## config.mk

```make
export PLATFORM = sky130hd
export DESIGN_NAME = spi_master_driver_flat
export DESIGN_NICKNAME = d
export VERILOG_FILES = /design/src/rtl/spi_master_driver_pkg.sv /design/src/rtl/spi_master_driver_if.sv /design/src/rtl/spi_master_driver_shifter.sv /design/src/rtl/spi_master_driver.sv /design/src/flat_wrapper.sv
export SDC_FILE = /design/constraint.sdc
export NUM_CORES = 1
export LEC_CHECK = 0
export ABC_AREA = 1
export BUFFER_PORTS_ARGS = -buffer_cell sky130_fd_sc_hd__buf_2
export CORE_MARGIN = 10
export CORE_UTILIZATION = 61
export CTS_CLUSTER_DIAMETER = 200
export DETAILED_ROUTE_END_ITERATION = 10
export GPL_ROUTABILITY_DRIVEN = 0
export PLACE_DENSITY = 0.94
export SYNTH_ARGS = -nofsm -noshare
export SYNTH_HDL_FRONTEND = slang
export SYNTH_SLANG_ARGS = --single-unit
```

## constraint.sdc

```tcl
create_clock -name clk -period 3.4 [get_ports clk]
set_input_delay 0.17 -clock clk [delete_from_list [all_inputs] [get_ports clk]]
set_output_delay 0.17 -clock clk [all_outputs]
set_load 0.1 [all_outputs]
```

## src/rtl/spi_master_driver_pkg.sv

```systemverilog
`default_nettype none
// +----------------------------------------------------------------------------+
// | spi_master_driver_pkg                                                      |
// | Shared states, opcodes and default timing for the SPI master driver.       |
// | Rev 1.0 - initial release                                                  |
// +----------------------------------------------------------------------------+
package spi_master_driver_pkg;

    typedef enum logic [2:0] {
        ST_IDLE  = 3'd0,
        ST_SEL   = 3'd1,
        ST_SHIFT = 3'd2,
        ST_TURN  = 3'd3,
        ST_RECV  = 3'd4,
        ST_GAP   = 3'd5
    } spi_master_state_e;

    localparam logic [1:0] C_OP_WR_ADDR = 2'b00;
    localparam logic [1:0] C_OP_WR_DATA = 2'b01;
    localparam logic [1:0] C_OP_RD_ADDR = 2'b10;
    localparam logic [1:0] C_OP_RD_DATA = 2'b11;

    localparam int DEF_TURN_CYCLES = 2;
    localparam int DEF_IDLE_GAP    = 1;

    function automatic logic [1:0] frame_op(input logic [9:0] frame);
        return frame[9:8];
    endfunction

endpackage
`default_nettype wire

```

## src/rtl/spi_master_driver_if.sv

```systemverilog
`default_nettype none
// +----------------------------------------------------------------------------+
// | spi_master_driver_if                                                       |
// | Request/response handshake plus SPI pins; master = driver, slave = peer.   |
// | Rev 1.0 - initial release                                                  |
// +----------------------------------------------------------------------------+
interface spi_master_driver_if;
    logic       req_valid;
    logic       req_ready;
    logic [9:0] req_frame;
    logic       rsp_valid;
    logic [7:0] rsp_data;
    logic       err;
    logic       busy;
    logic       SS_n;
    logic       MOSI;
    logic       MISO;

    modport master (
        input  req_valid, req_frame, MISO,
        output req_ready, rsp_valid, rsp_data, err, busy, SS_n, MOSI
    );

    modport slave (
        output req_valid, req_frame, MISO,
        input  req_ready, rsp_valid, rsp_data, err, busy, SS_n, MOSI
    );
endinterface
`default_nettype wire

```

## src/rtl/spi_master_driver_shifter.sv

```systemverilog
`default_nettype none
// +----------------------------------------------------------------------------+
// | spi_master_driver_shifter                                                  |
// | 10-bit MSB-first transmit register and 8-bit MSB-first receive register.   |
// | Rev 1.0 - initial release                                                  |
// +----------------------------------------------------------------------------+
module spi_master_driver_shifter (
    input  logic       clk,
    input  logic       rst_n,
    input  logic       i_load,
    input  logic [9:0] i_frame,
    input  logic       i_shift,
    input  logic       i_capture,
    input  logic       i_miso,
    output logic       o_tx_msb,
    output logic [7:0] o_rx
);

    logic [9:0] r_tx;
    logic [7:0] r_rx;

    always_ff @(posedge clk or negedge rst_n) begin
        if (!rst_n) begin
            r_tx <= 10'h000;
            r_rx <= 8'h00;
        end else begin
            if (i_load) begin
                r_tx <= i_frame;
            end else if (i_shift) begin
                r_tx <= {r_tx[8:0], 1'b0};
            end
            if (i_capture) begin
                r_rx <= {r_rx[6:0], i_miso};
            end
        end
    end

    assign o_tx_msb = r_tx[9];
    assign o_rx     = r_rx;

endmodule
`default_nettype wire

```

## src/rtl/spi_master_driver.sv

```systemverilog
`default_nettype none
// +----------------------------------------------------------------------------+
// | spi_master_driver                                                          |
// | Frames 10-bit slave commands onto SS_n/MOSI and collects RD_DATA replies.  |
// | Optional: SPI_MASTER_CMD_CHECK_EN rejects RD_DATA without a prior RD_ADDR. |
// | Rev 1.0 - initial release                                                  |
// +----------------------------------------------------------------------------+
module spi_master_driver
    import spi_master_driver_pkg::*;
#(
    parameter int TURN_CYCLES = DEF_TURN_CYCLES,
    parameter int IDLE_GAP    = DEF_IDLE_GAP
) (
    input  logic                clk,
    input  logic                rst_n,
    spi_master_driver_if.master bus
);

    localparam int DLY_MAX = (TURN_CYCLES > IDLE_GAP) ? TURN_CYCLES : IDLE_GAP;
    localparam int DLY_W   = (DLY_MAX < 2) ? 1 : $clog2(DLY_MAX);
    localparam logic [DLY_W-1:0] C_TURN_LOAD = DLY_W'(TURN_CYCLES - 1);
    // The IDLE cycle before the next accept is itself the last SS_n-high cycle.
    localparam logic [DLY_W-1:0] C_GAP_LOAD  = DLY_W'((IDLE_GAP > 1) ? (IDLE_GAP - 2) : 0);

    spi_master_state_e r_state;
    logic [1:0]        r_op;
    logic [3:0]        r_bit_cnt;
    logic [DLY_W-1:0]  r_dly_cnt;
    logic              r_ss_n;
    logic              r_mosi;
    logic              r_busy;
    logic              r_rsp_valid;
    logic [7:0]        r_rsp_data;

    logic              w_accept;
    logic              w_reject;
    logic              w_load;
    logic              w_shift;
    logic              w_capture;
    logic              w_tx_msb;
    logic [7:0]        w_rx;

    assign w_accept  = (r_state == ST_IDLE) && bus.req_valid;
    assign w_load    = w_accept && !w_reject;
    assign w_shift   = (r_state == ST_SEL) || (r_state == ST_SHIFT);
    assign w_capture = (r_state == ST_RECV);

    spi_master_driver_shifter u_shifter (
        .clk       (clk),
        .rst_n     (rst_n),
        .i_load    (w_load),
        .i_frame   (bus.req_frame),
        .i_shift   (w_shift),
        .i_capture (w_capture),
        .i_miso    (bus.MISO),
        .o_tx_msb  (w_tx_msb),
        .o_rx      (w_rx)
    );

    always_ff @(posedge clk or negedge rst_n) begin
        if (!rst_n) begin
            r_state     <= ST_IDLE;
            r_op        <= 2'b00;
            r_bit_cnt   <= 4'd0;
            r_dly_cnt   <= '0;
            r_ss_n      <= 1'b1;
            r_mosi      <= 1'b0;
            r_busy      <= 1'b0;
            r_rsp_valid <= 1'b0;
            r_rsp_data  <= 8'h00;
        end else begin
            r_rsp_valid <= 1'b0;
            case (r_state)
                ST_IDLE: begin
                    if (w_load) begin
                        r_state <= ST_SEL;
                        r_op    <= frame_op(bus.req_frame);
                        r_ss_n  <= 1'b0;
                        r_mosi  <= bus.req_frame[9];
                        r_busy  <= 1'b1;
                    end
                end
                ST_SEL: begin
                    r_state   <= ST_SHIFT;
                    r_bit_cnt <= 4'd9;
                    r_mosi    <= w_tx_msb;
                end
                ST_SHIFT: begin
                    if (r_bit_cnt != 4'd0) begin
                        r_bit_cnt <= r_bit_cnt - 4'd1;
                        r_mosi    <= w_tx_msb;
                    end else if (r_op == C_OP_RD_DATA) begin
                        r_state   <= ST_TURN;
                        r_dly_cnt <= C_TURN_LOAD;
                        r_mosi    <= 1'b0;
                    end else begin
                        r_state   <= (IDLE_GAP > 1) ? ST_GAP : ST_IDLE;
                        r_dly_cnt <= C_GAP_LOAD;
                        r_busy    <= (IDLE_GAP > 1);
                        r_ss_n    <= 1'b1;
                        r_mosi    <= 1'b0;
                    end
                end
                ST_TURN: begin
                    if (r_dly_cnt == '0) begin
                        r_state   <= ST_RECV;
                        r_bit_cnt <= 4'd7;
                    end else begin
                        r_dly_cnt <= r_dly_cnt - 1'b1;
                    end
                end
                ST_RECV: begin
                    if (r_bit_cnt != 4'd0) begin
                        r_bit_cnt <= r_bit_cnt - 4'd1;
                    end else begin
                        r_rsp_data  <= {w_rx[6:0], bus.MISO};
                        r_rsp_valid <= 1'b1;
                        r_state     <= (IDLE_GAP > 1) ? ST_GAP : ST_IDLE;
                        r_dly_cnt   <= C_GAP_LOAD;
                        r_busy      <= (IDLE_GAP > 1);
                        r_ss_n      <= 1'b1;
                    end
                end
                ST_GAP: begin
                    if (r_dly_cnt == '0) begin
                        r_state <= ST_IDLE;
                        r_busy  <= 1'b0;
                    end else begin
                        r_dly_cnt <= r_dly_cnt - 1'b1;
                    end
                end
                default: begin
                    r_state <= ST_IDLE;
                    r_ss_n  <= 1'b1;
                    r_mosi  <= 1'b0;
                    r_busy  <= 1'b0;
                end
            endcase
        end
    end

`ifdef SPI_MASTER_CMD_CHECK_EN
    logic r_rd_addr_seen;
    logic r_err;

    assign w_reject = w_accept && (frame_op(bus.req_frame) == C_OP_RD_DATA) && !r_rd_addr_seen;

    // Flag arms when an RD_ADDR frame finishes shifting; a sent RD_DATA consumes it.
    always_ff @(posedge clk or negedge rst_n) begin
        if (!rst_n) begin
            r_rd_addr_seen <= 1'b0;
            r_err          <= 1'b0;
        end else begin
            r_err <= w_reject;
            if ((r_state == ST_SHIFT) && (r_bit_cnt == 4'd0) && (r_op == C_OP_RD_ADDR)) begin
                r_rd_addr_seen <= 1'b1;
            end else if (w_load && (frame_op(bus.req_frame) == C_OP_RD_DATA)) begin
                r_rd_addr_seen <= 1'b0;
            end
        end
    end

    assign bus.err = r_err;
`else
    assign w_reject = 1'b0;
    assign bus.err  = 1'b0;
`endif

    assign bus.req_ready = (r_state == ST_IDLE);
    assign bus.busy      = r_busy;
    assign bus.SS_n      = r_ss_n;
    assign bus.MOSI      = r_mosi;
    assign bus.rsp_valid = r_rsp_valid;
    assign bus.rsp_data  = r_rsp_data;

endmodule
`default_nettype wire

```

## src/flat_wrapper.sv

```systemverilog
// flat-port wrapper written by rule: the top's interface ports become plain ports
module spi_master_driver_flat import spi_master_driver_pkg::*;
#(
    parameter int TURN_CYCLES = DEF_TURN_CYCLES,
    parameter int IDLE_GAP    = DEF_IDLE_GAP
)
  (clk, rst_n, bus_req_valid, bus_req_frame, bus_MISO, bus_req_ready, bus_rsp_valid, bus_rsp_data, bus_err, bus_busy, bus_SS_n, bus_MOSI);
  spi_master_driver_if bus_i ();
  input  logic clk;
  input  logic rst_n;
  input wire logic [$bits(bus_i.req_valid)-1:0] bus_req_valid;
  input wire logic [$bits(bus_i.req_frame)-1:0] bus_req_frame;
  input wire logic [$bits(bus_i.MISO)-1:0] bus_MISO;
  output wire logic [$bits(bus_i.req_ready)-1:0] bus_req_ready;
  output wire logic [$bits(bus_i.rsp_valid)-1:0] bus_rsp_valid;
  output wire logic [$bits(bus_i.rsp_data)-1:0] bus_rsp_data;
  output wire logic [$bits(bus_i.err)-1:0] bus_err;
  output wire logic [$bits(bus_i.busy)-1:0] bus_busy;
  output wire logic [$bits(bus_i.SS_n)-1:0] bus_SS_n;
  output wire logic [$bits(bus_i.MOSI)-1:0] bus_MOSI;
  assign bus_i.req_valid = bus_req_valid;
  assign bus_i.req_frame = bus_req_frame;
  assign bus_i.MISO = bus_MISO;
  assign bus_req_ready = bus_i.req_ready;
  assign bus_rsp_valid = bus_i.rsp_valid;
  assign bus_rsp_data = bus_i.rsp_data;
  assign bus_err = bus_i.err;
  assign bus_busy = bus_i.busy;
  assign bus_SS_n = bus_i.SS_n;
  assign bus_MOSI = bus_i.MOSI;
  spi_master_driver #(.TURN_CYCLES(TURN_CYCLES), .IDLE_GAP(IDLE_GAP)) u_core (.clk(clk), .rst_n(rst_n), .bus(bus_i));
endmodule
```

# Word level (Yosys, flattened, before mapping)

Index checks and enable logic that the tools add are counted.

Add/subtract/negate cells: 2
Equal/unequal tests: 13
Mux-type cells: 32
Bitwise operators: 4
Reductions and logical operators: 20

Operators with widths:

| operator              | count |
|---|---|
| $mux W10              | 2 |
| $pmux W3 S6           | 1 |
| $mux W1               | 16 |
| $mux W3               | 5 |
| $pmux W4 S3           | 1 |
| $ne A2 B2 Y1 const B  | 5 |
| $reduce_and A5 Y1     | 2 |
| $mux W4               | 2 |
| $pmux W1 S4           | 2 |
| $eq A3 B2 Y1 const B  | 2 |
| $eq A3 B3 Y1 const B  | 2 |
| $reduce_and A2 Y1     | 3 |
| $reduce_and A3 Y1     | 2 |
| $reduce_and A6 Y1     | 1 |
| $reduce_bool A3 Y1    | 2 |
| $reduce_or A2 Y1      | 3 |
| $reduce_or A3 Y1      | 2 |
| $pmux W1 S5           | 1 |
| $ne A2 B1 Y1 const B  | 2 |
| $not A1 Y1            | 4 |
| $reduce_bool A4 Y1    | 1 |
| $sub A4 B1 Y4 const B | 1 |
| $eq A3 B1 Y1 const B  | 1 |
| $logic_not A3 Y1      | 1 |
| 7 further kinds       | 7 |

Bits in registers: 39
Input bits: 14

# Logic depth before layout (Yosys ltp)

Depth in word-level cells: 4
Gate-level depth with buffers: 10

# Cells and area by module

A second synthesis with hierarchy kept.

Cell total of the unflattened synthesis: 248
Area total of the unflattened synthesis: 2009.4 um2

Modules (own cells, without submodules):

| module                    | instances | cells an instance | area each (um2) | seq. area each (um2) |
|---|---|---|---|---|
| spi_master_driver         | 1         | 165               | 1236.2          | 551.8 |
| spi_master_driver_shifter | 1         | 83                | 773.2           | 450.4 |

# Worst setup path before layout

Ideal clock, no wire load.

Kind: reg2reg
Start: register u_core.r_state[1]
End: register u_core.r_state[0]
Library setup time: 123 ps
Arrival time: 1443 ps
Data required time: 3277 ps
Setup slack: 1834 ps
Stages on the path, launching flop included: 10
Period minus slack after synthesis: 1566 ps
Cells stage by stage: dfrtp_1 -> buf_4 -> nor2_4 -> nand2_4 -> inv_2 -> nand2_1 -> nand2_1 -> nor2_2 -> nand2_1 -> nand2_1

Cells in the longest elaborated chain, start to end: 4

Ends and longest elaborated chain:

| item                               | RTL line                 | text |
|---|---|---|
| start, declared                    | spi_master_driver.sv:25  | `spi_master_state_e r_state;` |
| start signal, assigned             | spi_master_driver.sv:97  | `r_state <= (IDLE_GAP > 1) ? ST_GAP : ST_IDLE;` |
| start signal, assigned             | spi_master_driver.sv:118 | `r_state <= (IDLE_GAP > 1) ? ST_GAP : ST_IDLE;` |
| $logic_not A3 Y1 *                 | n/a                      |  |
| named net bus_req_ready            | flat_wrapper.sv:14       | `output wire logic [$bits(bus_i.req_ready)-1:0] bus_req_ready;` |
| $logic_and A1 B1 Y1                | spi_master_driver.sv:43  | `assign w_accept = (r_state == ST_IDLE) && bus.req_valid;` |
| $ne A2 B1 Y1 (no source line)      | n/a                      |  |
| $reduce_and A5 Y1 (no source line) | n/a                      |  |

The timed path passes the listed nets; every way through them passes the cells marked *.
A chain may end at the register's enable or synchronous reset.

# Final worst setup path

Start: register u_core.r_state[1]
End: output port bus_req_ready

Cells in the longest elaborated chain, start to end: 1

Ends and longest elaborated chain:

| item             | RTL line                 | text |
|---|---|---|
| $logic_not A3 Y1 | spi_master_driver.sv:169 | `assign bus.req_ready = (r_state == ST_IDLE);` |
| end, declared    | flat_wrapper.sv:14       |  |

Every way passes these cells.

==> summary.md <==
| Metric | Value |
|---|---|
| Status | `finished, final reports clean` |
| CP Class | `register to output port` |
| Initial DRT Pass Iterations | `4` |
| Ant diodes | `0` |
| PortBufs | `26` |
| Hold Path Origin | `bus_req_frame[0]` |
| Area growth syn-to-layout | `10.55%` |
| Crit path capture type | `output port` |
| Mapped Nets | `about 260` |
| Relative slew margins | `between 40 and 50%` |
| Pins Over Slew Limit | `0` |
| Maxcap violations | `0` |
| Clock root cell | `clkbuf_4` |
| Synth cell count leaders | `nand2_1 (74), dfrtp_1 (38), inv_1 (28)` |
| Final Cycle Share | `between 50 and 60%` |
| Congestion Overflow GR | `0` |
| Die X | `just under 80 um` |
| Vias in the first global route | `roughly 1600` |
| Worst Skew | `about 8.7 ps` |
| Vias | `between 1500 and 2000` |
| Setup TNS | `0 ps` |
| Syn Area/Cell | `around 8.3 um^2` |
| WL final | `between 3 and 4 mm` |
| Clock Path Buffers | `2` |
| Total GRT Usage | `13.55%` |
| Crit Path Max Fanout | `7` |
| Num CTS Buffers | `5` |
| Global-route wire length before repair | `around 6.9 mm` |
| Yosys top cell by area | `dfrtp_1` |
| Yosys top cell area share | `around 46%` |
| Rows | `20` |
| Post-synth EDFFs | `0` |
| DIE AREA | `between 6000 and 7000 um^2` |
| Unique masters post-synth | `27` |
| Mapped cell area | `~2100 um^2` |
| Fraction of layout cells with a size suffix above 1 | `around 24%` |
| Postcts setup bufs | `0` |
| Crit path from | `u_core.r_state[1]$_DFFE_PN0P_` |
| # H-tree levels | `2` |
| CP arrival | `1670 ps` |
| Worst-Margin Slew | `approximately 820 ps` |
| WL per Instance | `about 13 um` |
| DRC violation count after routing | `0` |
| Max Freq | `about 0.54 GHz` |
| Antenna violations before repair | `0` |
| Yosys Warn Count | `0` |
| CTS tree | `done` |
| DR iter-0 viols | `126` |
| WP data required | `~3200 ps` |
| Final #Nets | `about 290` |
| Min Tclk post-route | `approximately 1800 ps` |
| Top-Level Pins | `28` |
| Hold depth | `3` |
| Asr flop ratio synth | `100.0%` |
| Reg2Reg Launch Point | `u_core.r_state[1]$_DFFE_PN0P_` |
| Synth area leaders | `dfrtp_1 (46%), nand2_1 (14%), inv_1 (5.1%)` |
| Clk sink count | `39` |
| Unrepaired setup endpoints after global routing | `no` |
| Worst reg2reg path depth | `6` |
| Post-DRT Antenna Nets | `0` |
| Cell with the most instances after synthesis | `nand2_1` |
| Clock Latency Late Sink | `350 ps` |
| Die height | `between 70 and 80 um` |
| Register area share after synthesis | `between 40% and 50%` |
| CP Launch Type | `register` |
| Syn Inst Count | `approximately 250` |
| DR vias/cell | `just over 5` |
| Flops & latches, synth | `39` |
| Fin. Hold Viols | `0` |
| Synth Flop Type | `dfrtp_1` |
| Worst-path clk slew | `between 100 and 150 ps` |
| Worst Hold Class | `input port to register` |
| # setup viols final | `0` |
| Initial Util | `around 66%` |
| DP Wirelength | `~3 mm` |
| Largest net degree at the start of global routing | `40` |
| Core area | `3128 um^2` |
| Resize count post-CTS | `0` |
-- cell type report --
type                            count  area (um^2)
Sequential cell                    39        977.2
Multi-Input combinational cell    165        865.8
Fill cell                         226        860.8
Timing Repair Buffer               27        140.1
Inverter                           35        138.9
Tap cell                           44        55.05
Clock buffer                        6        51.30
Clock inverter                      2        38.79
-- timing repair --
action | 4_1_cts | 5_1_grt
hold endpoints to repair | 38 | 0
setup endpoints to repair | 0 | 0
hold buffers | 1 | 0
-- metal layers --
metal	GRT usage, %	wire length (um)
met5	0	0
met1	15.77	1754
met4	4.480	71
met2	23.13	1961
met3	4.263	207
-- worst paths after layout --
check / to / slack, ps
hold / removal: u_core.u_shifter.r_tx[0]$_DFFE_PN0P_ / 30
hold reg to reg: u_core.bus.SS_n$_DFFE_PN1P_ / 470
setup reg to reg: u_core.bus.rsp_data[1]$_DFFE_PN0P_ / 1770
max in group asynchronous: u_core.r_bit_cnt[2]$_DFFE_PN0P_ / 2440
min in group asynchronous: u_core.bus.rsp_data[7]$_DFFE_PN0P_ / 430
setup / recovery: bus_req_ready / 1560
-- flip-flops by register name, summed over array words and instances (netlist names) --
| register | count |
|---|---|
| u_core.r_bit_cnt | 4 |
| u_core.bus.SS_n | 1 |
| u_core.u_shifter.r_tx | 10 |
| u_core.bus.MOSI | 1 |
| u_core.u_shifter.o_rx | 7 |
| u_core.bus.rsp_valid | 1 |
| u_core.r_op | 2 |
| u_core.r_dly_cnt | 1 |
| u_core.r_state | 3 |
| u_core.bus.rsp_data | 8 |
| u_core.bus.busy | 1 |
-- cells by family (layout without fill, tap and decap cells) --
| logic type | after synthesis | after routing | share of synthesized area (%) |
|---|---|---|---|
| adder cells (fa/ha/maj) | 2 | 2 | 1.220 |
| AND/OR/NAND/NOR | 119 | 119 | 28.68 |
| XOR/XNOR | 1 | 1 | 0.4272 |
| other | 1 | 1 | 0.1829 |
| buffers and inverters | 42 | 70 | 10.13 |
| flip-flops | 39 | 39 | 47.65 |
| AO/OA/AOI/OAI | 42 | 42 | 11.71 |
-- cells in the final DEF (no fill, tap or decap) --
cell / instances
nand3_1: 12
nand4_1: 5
clkbuf_8: 1
nor2_8: 1
nor2_2: 2
xor2_1: 1
nor2_1: 11
dfrtp_1: 38
buf_2: 26
o21ai_0: 16
o21ai_2: 8
conb_1: 1
clkbuf_4: 5
dlygate4sd3_1: 1
o21ai_1: 9
ha_1: 2
dfstp_2: 1
bufinv_16: 1
inv_8: 1
nand2_4: 5
inv_6: 1
nor2_4: 2
nand2_1: 74
and2_1: 1
inv_1: 28
a21oi_1: 9
nand3_4: 2
inv_2: 6
nand2_2: 4
-- through the flow --
step,std cells,util (%),cell area (um^2),worst slack [ps],hold WS (ps)
global route,318,72.48,2267,1502,35.44
global placement,309,69.28,2167,1859,328.6
floorplan,246,-,2051,1834,-125.6
detailed placement,309,69.28,2167,1784,318.2
CTS,318,72.48,2267,1569,20.47
finish,318,72.48,2267,1564,27.36
-- critical path, stage by stage, from the launching register on --
cell     delay, ps
dfrtp_1        530
nor2_4         180
nand2_4        100
inv_2           80
buf_2          420
Power is not shown: default switching activity piles up to over one toggle a cycle in this logic, so the estimate is an artifact.
